### src/rtl/breg_wbq_if.sv
// breg_wbq_if: execute-stage request, register-file write port and hazard-check signals of breg_wbq.
`ifndef BITNESS
`define BITNESS 8
`endif
interface breg_wbq_if #(
    parameter int DEPTH = 4,
    parameter int WIDTH = `BITNESS
);
    logic                       in_valid, in_ready, in_y, hold, w, y, chk_busy;
    logic [3:0]                 in_wa, wa, chk_a;
    logic [WIDTH-1:0]           in_wval, wval;
    logic [$clog2(DEPTH+1)-1:0] count;
    modport master (
        output in_valid, in_y, in_wa, in_wval, hold, chk_a,
        input  in_ready, w, y, wa, wval, chk_busy, count
    );
    modport slave (
        input  in_valid, in_y, in_wa, in_wval, hold, chk_a,
        output in_ready, w, y, wa, wval, chk_busy, count
    );
endinterface

### src/rtl/breg_wbq.sv
// breg_wbq: strict-FIFO write-back queue feeding the banked register file write port.
// WBQ_BYPASS_EN: an unheld request arriving at an empty queue is written in the same cycle.
`ifndef BITNESS
`define BITNESS 8
`endif
module breg_wbq #(
    parameter int DEPTH = 4,
    parameter int WIDTH = `BITNESS
) (
    input  logic      clk,
    input  logic      rst,
    breg_wbq_if.slave bus
);
    localparam int AW = $clog2(DEPTH);
    localparam int CW = $clog2(DEPTH + 1);
    logic             r_y    [DEPTH];
    logic [3:0]       r_wa   [DEPTH];
    logic [WIDTH-1:0] r_wval [DEPTH];
    logic [AW-1:0]    r_head, r_tail;
    logic [CW-1:0]    r_count;
    logic [AW-1:0]    w_off  [DEPTH];
    logic             w_empty, w_pop, w_push, w_byp;
    assign w_empty = (r_count == '0);
    assign w_pop   = !w_empty && !bus.hold;
`ifdef WBQ_BYPASS_EN
    assign w_byp   = w_empty && !bus.hold && bus.in_valid && !rst;
`else
    assign w_byp   = 1'b0;
`endif
    assign bus.in_ready = (r_count < CW'(DEPTH)) || w_pop;
    assign w_push       = bus.in_valid && bus.in_ready && !w_byp;
    assign bus.w        = w_pop || w_byp;
    assign bus.y        = w_byp ? bus.in_y    : (!w_empty && r_y[r_head]);
    assign bus.wa       = w_byp ? bus.in_wa   : (w_empty ? '0 : r_wa[r_head]);
    assign bus.wval     = w_byp ? bus.in_wval : (w_empty ? '0 : r_wval[r_head]);
    assign bus.count    = r_count;
    // An entry is occupied when its distance from the head is below the count.
    always_comb begin
        bus.chk_busy = 1'b0;
        for (int i = 0; i < DEPTH; i++) begin
            w_off[i] = AW'(i) - r_head;
            if (CW'(w_off[i]) < r_count &&
                (r_wa[i] == bus.chk_a || (!r_wa[i][3] && {1'b1, r_wa[i][2:0]} == bus.chk_a)))
                bus.chk_busy = 1'b1;
        end
    end
    always_ff @(posedge clk or posedge rst) begin
        if (rst) begin
            r_head  <= '0;
            r_tail  <= '0;
            r_count <= '0;
            for (int i = 0; i < DEPTH; i++) begin
                r_y[i]    <= 1'b0;
                r_wa[i]   <= '0;
                r_wval[i] <= '0;
            end
        end else begin
            if (w_push) begin
                r_y[r_tail]    <= bus.in_y;
                r_wa[r_tail]   <= bus.in_wa;
                r_wval[r_tail] <= bus.in_wval;
                r_tail         <= r_tail + 1'b1;
            end
            if (w_pop)
                r_head <= r_head + 1'b1;
            if (w_push != w_pop)
                r_count <= w_push ? r_count + 1'b1 : r_count - 1'b1;
        end
    end
endmodule

### src/flat_wrapper.sv
// flat-port wrapper written by rule: the top's interface ports become plain ports
module breg_wbq_flat 
#(
    parameter int DEPTH = 4,
    parameter int WIDTH = `BITNESS
)
  (clk, rst, bus_in_valid, bus_in_y, bus_in_wa, bus_in_wval, bus_hold, bus_chk_a, bus_in_ready, bus_w, bus_y, bus_wa, bus_wval, bus_chk_busy, bus_count);
  breg_wbq_if #(.DEPTH(DEPTH), .WIDTH(WIDTH)) bus_i ();
  input  logic clk;
  input  logic rst;
  input wire logic [$bits(bus_i.in_valid)-1:0] bus_in_valid;
  input wire logic [$bits(bus_i.in_y)-1:0] bus_in_y;
  input wire logic [$bits(bus_i.in_wa)-1:0] bus_in_wa;
  input wire logic [$bits(bus_i.in_wval)-1:0] bus_in_wval;
  input wire logic [$bits(bus_i.hold)-1:0] bus_hold;
  input wire logic [$bits(bus_i.chk_a)-1:0] bus_chk_a;
  output wire logic [$bits(bus_i.in_ready)-1:0] bus_in_ready;
  output wire logic [$bits(bus_i.w)-1:0] bus_w;
  output wire logic [$bits(bus_i.y)-1:0] bus_y;
  output wire logic [$bits(bus_i.wa)-1:0] bus_wa;
  output wire logic [$bits(bus_i.wval)-1:0] bus_wval;
  output wire logic [$bits(bus_i.chk_busy)-1:0] bus_chk_busy;
  output wire logic [$bits(bus_i.count)-1:0] bus_count;
  assign bus_i.in_valid = bus_in_valid;
  assign bus_i.in_y = bus_in_y;
  assign bus_i.in_wa = bus_in_wa;
  assign bus_i.in_wval = bus_in_wval;
  assign bus_i.hold = bus_hold;
  assign bus_i.chk_a = bus_chk_a;
  assign bus_in_ready = bus_i.in_ready;
  assign bus_w = bus_i.w;
  assign bus_y = bus_i.y;
  assign bus_wa = bus_i.wa;
  assign bus_wval = bus_i.wval;
  assign bus_chk_busy = bus_i.chk_busy;
  assign bus_count = bus_i.count;
  breg_wbq #(.DEPTH(DEPTH), .WIDTH(WIDTH)) u_core (.clk(clk), .rst(rst), .bus(bus_i));
endmodule
### config.mk
export PLATFORM = sky130hd
export DESIGN_NAME = breg_wbq_flat
export DESIGN_NICKNAME = d
export VERILOG_FILES = /design/src/rtl/breg_wbq_if.sv /design/src/rtl/breg_wbq.sv /design/src/flat_wrapper.sv
export SDC_FILE = /design/constraint.sdc
export NUM_CORES = 1
export LEC_CHECK = 0
export ABC_AREA = 1
export ABC_CLOCK_PERIOD_IN_PS = 4600
export CORE_ASPECT_RATIO = 2
export CORE_MARGIN = 4
export CORE_UTILIZATION = 60
export CTS_CLUSTER_DIAMETER = 80
export CTS_CLUSTER_SIZE = 25
export DETAILED_ROUTE_END_ITERATION = 10
export GPL_ROUTABILITY_DRIVEN = 0
export GPL_TIMING_DRIVEN = 0
export PLACE_DENSITY = 0.85
export SLEW_MARGIN = 0
export SYNTH_ARGS = -nofsm -noshare
export SYNTH_HDL_FRONTEND = slang
export SYNTH_SLANG_ARGS = --single-unit
### constraint.sdc
create_clock -name clk -period 4.6 [get_ports clk]
set_clock_uncertainty 0.05 [all_clocks]
set_input_delay 0.46 -clock clk [delete_from_list [all_inputs] [get_ports clk]]
set_output_delay 0.46 -clock clk [all_outputs]
set_load 0.01 [all_outputs]
==> flow_summary.json, run 1 <==
{
  "status": "finished, final reports clean",
  "slowest_delay_ps": 520,
  "ant_nets": 0,
  "irDropWorstVdd_mv": 0.565,
  "slew_headroom": 0.613,
  "drv_cap": 0,
  "cp.required_ps": 4090,
  "final_util": 0.744,
  "fp.dieH_um": 113,
  "critPathLaunchType": "flip-flop",
  "syn_inst": 407,
  "diodes": 0,
  "layout-drive-gt1-share": 0.152,
  "combPwrFrac": 0.528,
  "timing.fmax_mhz": 315,
  "grt-ovfl-total": 0,
  "synth_top_cells_by_area": "dfrtp_1 45%, nand2_1 13%, nand3_1 6.9%, o21ai_2 6.6%, inv_1 5.4%",
  "grt_max_degree": 34,
  "p_clk_frac": 0.160,
  "yosys_warnings": 0,
  "p_seq_frac": 0.312,
  "synthesis.area_sq_mm": 0.00331,
  "cp_slowest_cell": "clkdlybuf4s50_1",
  "rsz0062_at_grt": "false",
  "timing_worst_slew_pin_value_ps": 579,
  "end_kind": "primary output",
  "wirelength_um": 8810,
  "setup_ws_ps": 1430,
  "path_delay_family": "buffers and inverters",
  "whs_path_depth": 2,
  "worst-setup-path-type": "flip-flop to primary output",
  "io_pins": 40,
  "report.final.hold_viol_count": 0,
  "syn-num-nets": 437,
  "tns_ps": 0,
  "r2r_cells": 9,
  "cts_tree": "done",
  "critPathMaxFanout": 7,
  "clock_latency_ps": 340,
  "core_sq_mm": 0.00537,
  "power_switching_share": 0.424,
  "path_buf_inv": 5,
  "multi_input_area_sq_mm": 0.00149,
  "final_cell_mix": "115 x nand2_1, 59 x dfrtp_1, 47 x inv_1, 46 x nand3_1, 39 x clkdlybuf4s50_1",
  "fp.dieW_um": 60.5,
  "grt_pass1_vias": 3029,
  "layout_min_cycle_time_ps": 3170,
  "powerDensity_mw_per_mm2": 741,
  "core.rowCount": 38,
  "nets": 488,
  "h-tree-depth": 3,
  "ys_ff_latch": 59,
  "via_per_inst": 5.84,
  "vias": 3041,
  "seqCellArea_sq_mm": 0.00148,
  "worstPathArrival_ps": 2660,
  "ys_seq_area_frac": 0.446,
  "crit_chain": "inv_1 -> nand2_1 -> nand2_1 -> inv_1 -> ha_1 -> inv_1 -> nor2_1 -> a21oi_1 -> nand3_1 -> nand2_1 -> inv_1 -> nand2_1 -> clkdlybuf4s50_1",
  "postCtsHoldBufs": 0,
  "die_area_sq_mm": 0.00685,
  "cts_resized": 0,
  "detailedPlace.worstSlack_ps": 1800,
  "hpwl_um": 6180,
  "syn2layout_area_growth_pct": 20.7,
  "clock_path_buffers": 2,
  "detail_route.wl_per_cell_um": 16.9,
  "p_leak_nw": 2.00,
  "power.switching_mw": 1.26,
  "report.final.slew_viol_count": 0,
  "drt_pass1_iterations": 5,
  "antenna_found_initial": 0,
  "fill_cells": 401,
  "drt_iter0_markers": 195,
  "avgSynthCellArea_sq_um": 8.14,
  "postCtsSetupBuffers": 0,
  "hp-class": "flip-flop to flip-flop",
  "p_int_mw": 1.71,
  "synth_cell_types": 22,
  "p_total_mw": 2.96,
  "cts.clk_slew.worst_paths_ps": 70,
  "initial_utilization": 0.617,
  "setup_viol": 0,
  "track_usage": 0.283,
  "cts_buffers": 9,
  "fin_crit_sh": 0.690,
  "clockRootBuffer": "clkbuf_8",
  "portBuffers": 39,
  "path_depth": 13,
  "synth_top_area_frac": 0.446,
  "cts_sinks": 59,
  "grt_pass1_wl_um": 14200,
  "yosys.area.top_type": "dfrtp_1",
  "final_common_cell": "nand2_1",
  "drcViolationCount": 0
}
==> flip-flops by register name, indices dropped and copies added (netlist names) <==
| name | cells |
|---|---|
| u_core.r_wa | 16 |
| u_core.r_wval | 32 |
| u_core.r_y | 4 |
| u_core.r_head | 2 |
| u_core.r_tail | 2 |
| u_core.bus.count | 3 |
==> area by class of cell <==
class / instances / share of cell area
Multi-Input combinational cell: 279 / 0.373
Sequential cell: 59 / 0.369
Timing Repair Buffer: 40 / 0.103
Inverter: 50 / 0.0488
Clock buffer: 12 / 0.0413
Buffer: 19 / 0.0379
Tap cell: 60 / 0.0188
Clock inverter: 2 / 0.00876
==> cell families (layout without fill, tap and decap cells) <==
kind of cell	Yosys count	after routing	share of synthesized area
AND/OR/NAND/NOR	192	192	0.251
AO/OA/AOI/OAI	76	76	0.157
buffers and inverters	69	123	0.105
flip-flops	59	59	0.446
adder cells (fa/ha/maj)	9	9	0.0363
XOR/XNOR	2	2	0.00529
==> Yosys cell counts <==
master / n
o21ai_2: 25
nand3_2: 1
nand2_1: 115
inv_8: 1
inv_2: 1
nand2_2: 1
xor2_1: 2
a41oi_1: 10
o21ai_0: 5
nor2_1: 23
ha_1: 8
nand3_1: 46
inv_1: 48
nand2_4: 6
buf_2: 10
a21boi_0: 1
o22ai_1: 5
dfrtp_1: 59
o21ai_1: 28
buf_6: 9
fa_1: 1
a21oi_1: 2
==> power groups by stage <==
stage / Combinational [mW] / Clock [mW] / Sequential, mW
final: 1.56 / 0.474 / 0.925
after global routing: 1.72 / 0.503 / 0.953
after CTS: 1.56 / 0.476 / 0.920
after detailed placement: 1.53 / 0 / 0.923
after global placement: 1.49 / 0 / 0.913
after floorplan: 1.01 / 0 / 0.888
==> worst paths after layout <==
path / start / slack [ps] / endpoint
max: u_core.r_head[0] / 1430 / bus_chk_busy
max reg2reg: u_core.bus.count[2] / 3090 / u_core.bus.count[2]
min reg2reg: u_core.r_wval[23] / 440 / u_core.r_wval[23]
min in group asynchronous: rst / 450 / u_core.bus.count[1]
max in group asynchronous: rst / 3470 / u_core.r_wval[15]
min: u_core.r_wval[23] / 440 / u_core.r_wval[23]
==> metrics by stage <==
stage,instances,instance area (sq um),hold slack (ps)
after global placement,506,3780,415
final,521,4000,436
after global routing,521,4000,461
after detailed placement,507,3800,418
after floorplan,407,3310,405
after CTS,521,4000,439
==> worst register-to-register path, delay by kind of cell, from the launching register on <==
kind | cells | cell delay, ps
flops | 1 | 390
compound gates | 1 | 70
buf+inv | 2 | 210
simple gates | 5 | 330
fa+ha+maj | 1 | 400
==> routing by layer <==
metal	GRT usage	vias to the layer above	routed length, um
li1	-	1428	-
met3	0.0479	41	543
met4	0.166	0	399
met2	0.497	164	4870
met5	0	-	0
met1	0.300	1408	3000
Note: power is estimated with default switching activity, not from simulation.
==> inputs of run 2 (changes only) <==
--- a/config.mk
+++ b/config.mk
@@ -6,16 +6,16 @@
 export NUM_CORES = 1
 export LEC_CHECK = 0
 export ABC_AREA = 1
-export ABC_CLOCK_PERIOD_IN_PS = 4600
+export ABC_CLOCK_PERIOD_IN_PS = 3000
 export CORE_ASPECT_RATIO = 2
 export CORE_MARGIN = 4
-export CORE_UTILIZATION = 60
+export CORE_UTILIZATION = 56
 export CTS_CLUSTER_DIAMETER = 80
 export CTS_CLUSTER_SIZE = 25
 export DETAILED_ROUTE_END_ITERATION = 10
 export GPL_ROUTABILITY_DRIVEN = 0
 export GPL_TIMING_DRIVEN = 0
-export PLACE_DENSITY = 0.85
+export PLACE_DENSITY = 0.8
 export SLEW_MARGIN = 0
 export SYNTH_ARGS = -nofsm -noshare
 export SYNTH_HDL_FRONTEND = slang
==> constraint.sdc (replaced) <==
create_clock -name clk -period 3 [get_ports clk]
set_clock_uncertainty 0.05 [all_clocks]
set_input_delay 0.3 -clock clk [delete_from_list [all_inputs] [get_ports clk]]
set_output_delay 0.3 -clock clk [all_outputs]
set_load 0.01 [all_outputs]
==> flow_summary.json, run 2 (synthesized netlist as in run 1, its figures left out) <==
{
  "layout-drive-gt1-share": 0.154,
  "slowest_delay_ps": 520,
  "core.rowCount": 39,
  "critPathLaunchType": "flip-flop",
  "via_per_inst": 5.74,
  "hp-class": "input port to asynchronous set/reset pin",
  "crit_chain": "buf_2 -> inv_2 -> buf_2 -> ha_1 -> nor2_1 -> a21oi_1 -> nand3_1 -> nand2_1 -> inv_1 -> nand2_1 -> clkdlybuf4s50_1",
  "cts.clk_slew.worst_paths_ps": 50,
  "setup_viol": 0,
  "grt-ovfl-total": 0,
  "critPathMaxFanout": 10,
  "fp.dieW_um": 62.4,
  "io_pins": 40,
  "tns_ps": 0,
  "drt_pass1_iterations": 4,
  "fin_crit_sh": 0.943,
  "rsz0062_at_grt": "false",
  "clock_latency_ps": 330,
  "report.final.hold_viol_count": 0,
  "largest_reg_flops": 32,
  "setup_ws_ps": 171,
  "path_buf_inv": 5,
  "slew_headroom": 0.578,
  "final_util": 0.711,
  "status": "finished, final reports clean",
  "layout_min_cycle_time_ps": 2830,
  "irDropWorstVdd_mv": 0.799,
  "powerDensity_mw_per_mm2": 1160,
  "timing_worst_slew_pin_value_ps": 632,
  "syn2layout_area_growth_pct": 22.5,
  "hpwl_um": 6130,
  "final_cell_mix": "113 x nand2_1, 59 x dfrtp_1, 46 x nand3_1, 45 x inv_1, 39 x clkdlybuf4s50_1",
  "clockRootBuffer": "clkbuf_16",
  "cts_sinks": 59,
  "worst-setup-path-type": "flip-flop to primary output",
  "largestRegisters": "u_core.r_wval: 32 flops, u_core.r_wa: 16 flops, u_core.r_y: 4 flops",
  "cp.required_ps": 2650,
  "regMostFlops": "u_core.r_wval",
  "h-tree-depth": 3,
  "antenna_found_initial": 0,
  "drt_iter0_markers": 248,
  "initial_utilization": 0.580,
  "p_leak_nw": 2.01,
  "fp.dieH_um": 117,
  "fill_cells": 444,
  "end_kind": "primary output",
  "final_common_cell": "nand2_1",
  "p_total_mw": 4.70,
  "diodes": 0,
  "core_sq_mm": 0.00571,
  "portBuffers": 39,
  "die_area_sq_mm": 0.00729,
  "worstPathArrival_ps": 2480,
  "multi_input_area_sq_mm": 0.00150,
  "grt_pass1_vias": 3023,
  "clock_path_buffers": 2,
  "postCtsHoldBufs": 0,
  "timing.fmax_mhz": 353,
  "track_usage": 0.253,
  "path_delay_family": "buffers and inverters",
  "grt_max_degree": 32,
  "vias": 2993,
  "grt_pass1_wl_um": 14300,
  "cts_tree": "done",
  "postCtsSetupBuffers": 0,
  "seqCellArea_sq_mm": 0.00148,
  "cts_buffers": 9,
  "detail_route.wl_per_cell_um": 16.7,
  "drcViolationCount": 0,
  "report.final.slew_viol_count": 0,
  "drv_cap": 0,
  "cp_slowest_cell": "clkdlybuf4s50_1",
  "nets": 488,
  "ant_nets": 0,
  "detailedPlace.worstSlack_ps": 346,
  "wirelength_um": 8680
}
-- run 2: changes by cell type in the layout (fill, tap and decap cells not counted), moves of 2 or more --
cell	delta
inv_1	-2
clkbuf_1	+3
nand2_1	-2
nand2_2	+2
inv_2	+2
clkbuf_16	+9
clkbuf_8	-11
-- run 2: final cells by class --
cell class,instances,area share
Buffer,19,0.0373
Clock buffer,13,0.0617
Inverter,50,0.0481
Multi-Input combinational cell,279,0.369
Sequential cell,59,0.364
Tap cell,61,0.0188
Timing Repair Buffer,40,0.101
-- run 2: power breakdown --
group          total, mW  internal (mW)  switching, mW
logic               2.40           1.02           1.38
registers           1.42           1.17          0.254
clock network      0.878          0.564          0.314
-- run 2: path summary, 6_finish.rpt --
path                       slack, ps  cells past startpoint                   to           startpoint
max                              170                     11         bus_chk_busy     u_core.r_head[1]
max in group asynchronous       1960                      3       u_core.r_wa[7]                  rst
min reg2reg                      430                      2     u_core.r_wval[6]     u_core.r_wval[6]
min                              350                      2  u_core.bus.count[2]                  rst
max reg2reg                     1470                      9  u_core.bus.count[2]  u_core.bus.count[2]
min in group clk                 430                      2     u_core.r_wval[6]     u_core.r_wval[6]
-- run 2: stage by stage --
step | hold slack (ps) | area (sq um) | cells
after floorplan | 405 | 3310 | 407
after global placement | 416 | 3780 | 507
after detailed placement | 417 | 3800 | 508
after CTS | 371 | 4050 | 521
after global routing | 414 | 4060 | 521
final | 349 | 4060 | 521
-- run 2: what timing repair did --
action                                  CTS  global route
cloned                                    0             0
resized for setup                         2             3
endpoints found under the setup margin    1             1
pin swaps                                 0             0
-- run 2: worst reg2reg max path: stages (launching register included) --
cell and delay, ps:
dfrtp_1 390, buf_6 150, nand2_4 70, nand2_4 90, fa_1 400, inv_1 60
nand3_1 70, nand2_1 70, nand2_1 50, o21ai_0 70
-- run 2: metal layers --
metal  track usage  vias up  wire length (um)
met5             0        -                 0
met1         0.261     1412              3080
met2         0.456      119              4590
li1              -     1425                 -
met4         0.166        0               430
met3        0.0554       37               577
==> inputs of run 3 (changes only) <==
--- a/config.mk
+++ b/config.mk
@@ -9,13 +9,14 @@
 export ABC_CLOCK_PERIOD_IN_PS = 3000
 export CORE_ASPECT_RATIO = 2
 export CORE_MARGIN = 4
-export CORE_UTILIZATION = 56
+export CORE_UTILIZATION = 63
 export CTS_CLUSTER_DIAMETER = 80
 export CTS_CLUSTER_SIZE = 25
 export DETAILED_ROUTE_END_ITERATION = 10
+export DONT_BUFFER_PORTS = 1
 export GPL_ROUTABILITY_DRIVEN = 0
 export GPL_TIMING_DRIVEN = 0
-export PLACE_DENSITY = 0.8
+export PLACE_DENSITY = 0.79
 export SLEW_MARGIN = 0
 export SYNTH_ARGS = -nofsm -noshare
 export SYNTH_HDL_FRONTEND = slang
==> flow_summary.json, run 3 (synthesized netlist as in run 1, its figures left out) <==
{
  "h-tree-depth": 3,
  "drv_cap": 0,
  "cp_slowest_cell": "dfrtp_1",
  "core.rowCount": 37,
  "clock_latency_ps": 350,
  "grt_pass1_vias": 2869,
  "fin_crit_sh": 0.845,
  "tns_ps": 0,
  "vias": 2787,
  "slowest_delay_ps": 430,
  "largest_reg_flops": 32,
  "clock_path_buffers": 2,
  "via_per_inst": 5.77,
  "wirelength_um": 8380,
  "nets": 450,
  "rsz0062_at_grt": "false",
  "detail_route.wl_per_cell_um": 17.3,
  "regMostFlops": "u_core.r_wval",
  "irDropWorstVdd_mv": 0.737,
  "stdcell_area_sq_mm": 0.00360,
  "fp.dieW_um": 59.3,
  "core_sq_mm": 0.00514,
  "report.final.slew_viol_count": 0,
  "antenna_found_initial": 0,
  "drt-met1-wl_um": 2940,
  "drt_iter0_markers": 161,
  "clockRootBuffer": "clkbuf_8",
  "final_cell_mix": "115 x nand2_1, 59 x dfrtp_1, 47 x inv_1, 46 x nand3_1, 28 x o21ai_1",
  "crit_chain": "inv_1 -> nand2_1 -> nand2_1 -> inv_1 -> ha_1 -> inv_1 -> nor2_1 -> a21oi_1 -> nand3_1 -> nand2_1 -> inv_1 -> nand2_1",
  "layout-drive-gt1-share": 0.160,
  "timing_worst_slew_pin_value_ps": 506,
  "slew_headroom": 0.662,
  "syn2layout_area_growth_pct": 8.76,
  "die_area_sq_mm": 0.00655,
  "cts.clk_slew.worst_paths_ps": 60,
  "cts_buffers": 9,
  "wl_met2_um": 4690,
  "powerDensity_mw_per_mm2": 1140,
  "fp.dieH_um": 111,
  "grt_max_degree": 38,
  "largestRegisters": "u_core.r_wval: 32 flops, u_core.r_wa: 16 flops, u_core.r_y: 4 flops",
  "setup_ws_ps": 464,
  "status": "finished, final reports clean",
  "critPathMaxFanout": 7,
  "detailedPlace.worstSlack_ps": 859,
  "postCtsSetupBuffers": 0,
  "worstPathArrival_ps": 2190,
  "layout_min_cycle_time_ps": 2540,
  "ant_nets": 0,
  "timing.fmax_mhz": 394,
  "highest_layer": "met4",
  "routed-wl-met3_um": 385,
  "hpwl_um": 6130,
  "final_common_cell": "nand2_1",
  "drcViolationCount": 0,
  "diodes": 0,
  "track_usage": 0.283,
  "hp-class": "input port to flip-flop",
  "grt-ovfl-total": 0,
  "worst-setup-path-type": "flip-flop to primary output",
  "initial_utilization": 0.645,
  "setup_viol": 0,
  "p_leak_nw": 1.84,
  "critPathLaunchType": "flip-flop",
  "cts_sinks": 59,
  "report.final.hold_viol_count": 0,
  "io_pins": 40,
  "grt_pass1_wl_um": 13800,
  "drt_pass1_iterations": 5,
  "cts_resized": 0,
  "cp.required_ps": 2650,
  "p_total_mw": 4.11,
  "cts_tree": "done",
  "end_kind": "primary output",
  "portBuffers": 0,
  "post_dp_cell_area_sq_mm": 0.00341
}
[run 3: what timing repair did]
| action | CTS | global route |
|---|---|---|
| endpoints found under the hold margin | 22 | 0 |
| hold buffers | 1 | 0 |
| setup endpoints to repair | 0 | 0 |
[run 3: layout make-up]
class / count / area [sq um]
clock buffers: 14 / 153
flip-flops and latches: 59 / 1480
repair buffers: 2 / 30.0
clock inverters: 2 / 35.0
inverters: 50 / 195
well taps: 58 / 72.6
plain buffers: 19 / 151
multi-input cells: 279 / 1490
fillers: 427 / 1540
[run 3: critical path, delay by kind of cell, from the launching register on]
kind | cells | cell delay, ps
adders and majority gates | 1 | 270
buffers and inverters | 4 | 390
and+or+nand+nor | 6 | 620
AOI/OAI and AO/OA | 1 | 130
DFF | 1 | 430
[run 3: path summary, 6_finish.rpt]
kind | depth (start not counted) | start | to | slack [ps]
hold / removal | 2 | bus_in_valid | u_core.r_tail[0] | 120
setup reg to reg | 9 | u_core.bus.count[2] | u_core.bus.count[2] | 1380
hold reg to reg | 2 | u_core.r_wval[26] | u_core.r_wval[26] | 430
setup / recovery | 12 | u_core.r_head[0] | bus_chk_busy | 460
min in group asynchronous | 2 | rst | u_core.r_y[3] | 390
max in group asynchronous | 3 | rst | u_core.r_wval[6] | 1940
[run 3: layer usage]
metal | GRT usage | vias to the layer above
li1 | - | 1351
met1 | 0.309 | 1311
met2 | 0.482 | 98
met3 | 0.0503 | 27
met4 | 0.165 | 0
met5 | 0 | -
[run 3: power by group]
group          switching (mW)  internal, mW
logic                    1.29         0.692
registers               0.269          1.17
clock network           0.296         0.406
total                    1.85          2.26
[run 3: metrics by stage]
step | std cells | utilization | hold WS, ps
finish | 483 | 0.701 | 121
global route | 483 | 0.701 | 136
CTS | 483 | 0.701 | 112
detailed placement | 466 | 0.663 | 189
global placement | 465 | 0.659 | 415
floorplan | 407 | - | 405
